[src/rtl/wisc_pkg.sv]
// Shared flag and branch-condition definitions.
// Used by the ALU, the flag/condition unit and the PC unit.
package wisc_pkg;

    localparam int FLAG_V = 0;
    localparam int FLAG_Z = 1;
    localparam int FLAG_N = 2;

    localparam logic [2:0] CC_NE = 3'b000;
    localparam logic [2:0] CC_EQ = 3'b001;
    localparam logic [2:0] CC_GT = 3'b010;
    localparam logic [2:0] CC_LT = 3'b011;
    localparam logic [2:0] CC_GE = 3'b100;
    localparam logic [2:0] CC_LE = 3'b101;
    localparam logic [2:0] CC_OV = 3'b110;
    localparam logic [2:0] CC_UN = 3'b111;

endpackage

[src/rtl/flag_cond_eval.sv]
// Combinational branch-condition resolver: flags {N,Z,V} + ccc -> true/false.
// Shared with the PC unit's BR path.
module flag_cond_eval
    import wisc_pkg::*;
(
    input  logic [2:0] i_flags,
    input  logic [2:0] i_cond,
    output logic       o_cond_true
);

    logic w_n;
    logic w_z;
    logic w_v;

    assign w_n = i_flags[FLAG_N];
    assign w_z = i_flags[FLAG_Z];
    assign w_v = i_flags[FLAG_V];

    // Fully decoded condition table; every ccc value has a defined result.
    always_comb begin
        o_cond_true = 1'b0;
        unique case (i_cond)
            CC_NE: o_cond_true = ~w_z;
            CC_EQ: o_cond_true = w_z;
            CC_GT: o_cond_true = ~w_z & ~w_n;
            CC_LT: o_cond_true = w_n;
            CC_GE: o_cond_true = w_z | ~w_n;
            CC_LE: o_cond_true = w_n | w_z;
            CC_OV: o_cond_true = w_v;
            CC_UN: o_cond_true = 1'b1;
        endcase
    end

endmodule

[src/rtl/flag_cond_unit.sv]
// Architectural N/Z/V flag register, branch decision and
// saturating taken-branch counter.
module flag_cond_unit
    import wisc_pkg::*;
#(
    parameter int CNT_W  = 16,
    parameter bit BYPASS = 1'b0
) (
    input  logic             clk,
    input  logic             rst_n,
    input  logic [2:0]       flags_in,
    input  logic [2:0]       flag_en,
    input  logic             wr_valid,
    input  logic             br_valid,
    input  logic [2:0]       cond,
    input  logic             cnt_clr,
    output logic [2:0]       flags_q,
    output logic             take_branch,
    output logic [CNT_W-1:0] br_count
);

    logic [2:0]       r_flags;
    logic [CNT_W-1:0] r_cnt;
    logic [2:0]       w_wr_mask;
    logic [2:0]       w_flags_nxt;
    logic [2:0]       w_eval;
    logic             w_cond_true;
    logic             w_take;
    logic             w_cnt_max;

    // A stalled instruction (wr_valid=0) must not touch any flag bit.
    assign w_wr_mask   = {3{wr_valid}} & flag_en;
    assign w_flags_nxt = (w_wr_mask & flags_in) | (~w_wr_mask & r_flags);

    // With bypass the branch sees the flags this instruction is writing.
    assign w_eval = BYPASS ? w_flags_nxt : r_flags;

    flag_cond_eval u_eval (
        .i_flags     (w_eval),
        .i_cond      (cond),
        .o_cond_true (w_cond_true)
    );

    assign w_take    = br_valid & w_cond_true;
    assign w_cnt_max = &r_cnt;

    // Flag register with per-bit write enables.
    always_ff @(posedge clk or negedge rst_n) begin
        if (!rst_n) begin
            r_flags <= 3'b000;
        end else begin
            r_flags <= w_flags_nxt;
        end
    end

    // Taken-branch counter: clear wins, otherwise saturate at all-ones.
    always_ff @(posedge clk or negedge rst_n) begin
        if (!rst_n) begin
            r_cnt <= '0;
        end else if (cnt_clr) begin
            r_cnt <= '0;
        end else if (w_take && !w_cnt_max) begin
            r_cnt <= r_cnt + {{(CNT_W-1){1'b0}}, 1'b1};
        end
    end

    assign flags_q     = r_flags;
    assign take_branch = w_take;
    assign br_count    = r_cnt;

endmodule

[config.mk]
export PLATFORM = sky130hd
export DESIGN_NAME = flag_cond_unit
export DESIGN_NICKNAME = d
export VERILOG_FILES = /design/src/rtl/wisc_pkg.sv /design/src/rtl/flag_cond_eval.sv /design/src/rtl/flag_cond_unit.sv
export SDC_FILE = /design/constraint.sdc
export NUM_CORES = 1
export LEC_CHECK = 0
export BUFFER_PORTS_ARGS = -buffer_cell sky130_fd_sc_hd__buf_2
export CORE_UTILIZATION = 45
export CTS_BUF_LIST = sky130_fd_sc_hd__clkbuf_16
export DETAILED_ROUTE_END_ITERATION = 8
export PLACE_DENSITY = 0.72
export RECOVER_POWER = 25
export REMOVE_ABC_BUFFERS = 1
export SLEW_MARGIN = 20
export SYNTH_ARGS = -nofsm -noshare
export SYNTH_HDL_FRONTEND = slang
export SYNTH_SLANG_ARGS = --single-unit
[constraint.sdc]
create_clock -name clk -period 2.16 [get_ports clk]
set_input_delay 0.432 -clock clk [delete_from_list [all_inputs] [get_ports clk]]
set_output_delay 0.432 -clock clk [all_outputs]
set_load 0.05 [all_outputs]
==> metrics.txt <==
status=finished, final reports clean; worst slew pin tran=1.02 ns; CTS Buf Count=3; largest cells by area after synthesis=dfrtp_1 42%, nor2_1 5.3%, xnor2_1 3.9%; area growth from synthesis to layout=28.5%; Congestion Overflow GR=0; wire length on met2=1.15 mm; # nets final=175; Tcrit/Tclk final=0.957; final-report hold violation count=0; DR iter-0 viols=11; sequential power share=0.412; Mapped Cells=118; placed cells=183; CP max stage delay=0.52 ns; register bit total from synthesis=19; crit path kind=reg -> out; startpoint types=flip-flop; H-tree levels=1; synth warn=0; Finished Layout Cells=187; worst vdd ir=0.541 mV; Sw Share=0.274; Compound-Gate Fraction of Synth Area=0.120; Max Used Layer=met4; FMAX=484 MHz; CP Capture Type=output pin; met3 WL post-DR=84 um; Final WS setup=0.0932 ns; Post-synth EDFFs=0; drt drc=0; Clk pwr share=0.403; Psw=0.000255 W; clock latency on the worst-skew pair=0.25 ns; vias in the first global route=1,057; antenna diode count=0; Setup WS pre-CTS=0.0784 ns; synth unique cells=37; required time worst endpoint=1.73 ns; Yosys top cell by area=dfrtp_1; adder-cell share of the synthesized area=0.0110; commonest cells after routing, fill and taps aside=31 x buf_2, 18 x dfrtp_1, 15 x nor2_1, 8 x nand2_1, 8 x buf_4; dpl hpwl=1.81 mm; Root Buffer=clkbuf_16; gr usage total=0.219; FP Rows=17; total wire length=2.45 mm; Worst-path clk slew=0.05 ns; Slew HR=0.322; global-route wire length before repair=4.45 mm; WL met1=1.19 mm; synthesized cell area=1140 sq um; Slew Viols, Final=0; parity-gate share of the synthesized area counting xor and xnor cells=0.0385; Initial Utilization=0.495; die width=52.3 um; # port buffers=33; sequential fraction of the synthesis area=0.418; Final min period=2.07 ns; most common cell after layout, fill and taps aside=buf_2; CP cell instances=or4b_1 > o311ai_2 > nor2_2 > buf_4; pwr dens=637 nW/um^2; Max Cap Viol=0; Initial DRT Pass Iterations=4; slowest cell on the critical path=or4b_1; Avg WL per Cell=13.1 um; # setup viols final=0; Vias/cell=5.67; maximum root-to-sink buffer count=2; Comb power frac=0.185; final antenna-violating net count=0; pin count of the biggest net entering global routing=22; Core Area=2300 sq um; CTS tree=yes; Synth top area share=0.418; largest family of logic cells by synthesized area=simple AND/OR/NAND/NOR gates; Syn Area/Cell=9.64 sq um; placer congestion estimate=0.798; Hold Crit Class=in -> async; Most used DFF post-synth=dfrtp_1; die area=2730 sq um; # IOs=34; CP max FO=6; clock sinks=19; layout cells sized above 1=0.333; Crit path arrival time=1.63 ns; Power Internal=0.000676 W; hold bufs inserted after CTS=0; simple-gate share of the synthesized area=0.307; Synth async-reset ratio=1.00; post-synthesis mux area share=0.0814; RSZ-0062 raised after global routing=no; Via Count=1,060; Die Span Y=52.3 um; skew final=0.00180 ns; initial antenna violation count=0; LEAKAGE=0.668 nW; # Post-CTS Setup Buffers=0
==> stage by stage <==
step	power [W]	instance area [sq um]	hold WS [ns]	utilization	setup TNS (ns)
2_1_floorplan	0.000493	1120	0.136	-	-3.17
3_3_place_gp	0.000555	1380	0.391	0.600	0
3_5_place_dp	0.000560	1380	0.400	0.600	0
4_1_cts	0.000939	1460	0.131	0.635	0
5_1_grt	0.000973	1460	0.409	0.636	0
6_report	0.000931	1460	0.332	0.636	0
==> path summary, 6_finish.rpt <==
check	startpoint	to	slack, ns	cells past startpoint
worst max-delay path	flip-flop	take_branch	0.09	4
worst min register to register	flip-flop	flip-flop	0.54	1
min in group clk	flags_in[2]	flip-flop	0.42	2
max in group asynchronous	rst_n	async pin	1.14	1
worst min-delay path	rst_n	br_count[3]	0.33	1
worst max register to register	flip-flop	br_count[6]	0.24	6
==> final cells by class <==
class | count | area (sq um)
repair buffers | 40 | 219
fillers | 187 | 836
inverters | 4 | 15.0
well taps | 28 | 35.0
clock buffers | 3 | 75.1
multi-input cells | 92 | 637
flip-flops and latches | 19 | 477
clock inverters | 1 | 3.75
==> cell families (layout without fill, tap and decap cells) <==
| family | after synthesis | after routing |
|---|---|---|
| AO/OA/AOI/OAI | 16 | 16 |
| XOR/XNOR | 5 | 5 |
| adder cells (fa/ha/maj) | 1 | 1 |
| buffers and inverters | 7 | 48 |
| flip-flops | 19 | 19 |
| multiplexers | 8 | 8 |
| AND/OR/NAND/NOR | 62 | 62 |
==> cell usage after synthesis, types with 2 or more instances <==
library cell	n
a21o_1	2
a21oi_1	6
a31o_1	3
and2_1	3
clkbuf_1	2
dfrtp_1	19
inv_1	4
mux2_1	3
mux2_2	3
nand2_1	8
nand2b_1	4
nand3_1	6
nand4_1	6
nor2_1	16
nor2b_1	3
nor4_1	5
xnor2_1	5
==> what timing repair did <==
| action | 4_1_cts | 5_1_grt |
|---|---|---|
| endpoints found under the hold margin | 0 | 0 |
| gates resized for setup | 1 | 2 |
| gates cloned | 0 | 0 |
| endpoints found under the setup margin | 1 | 1 |
| pin swaps | 0 | 1 |
==> critical path, delay by kind of cell, from the launching register on <==
kind	cells	cell delay, ns
AO/OA/AOI/OAI	1	0.12
buffers and inverters	1	0.20
flip-flops	1	0.43
AND/OR/NAND/NOR	2	0.62
==> power groups by stage <==
stage / Sequential (W) / Clock [W] / Combinational [W]
2_1_floorplan: 0.000431 / 0 / 0.0000615
3_3_place_gp: 0.000388 / 0 / 0.000168
3_5_place_dp: 0.000389 / 0 / 0.000171
4_1_cts: 0.000383 / 0.000383 / 0.000172
5_1_grt: 0.000387 / 0.000400 / 0.000186
6_report: 0.000384 / 0.000375 / 0.000172
==> metal layers <==
layer / vias to the layer above / track usage
met1: 510 / 0.282
met5: - / 0
met4: 0 / 0.0702
met2: 25 / 0.370
met3: 4 / 0.0377
li1: 521 / -
Power figures use the tool's default switching activity.
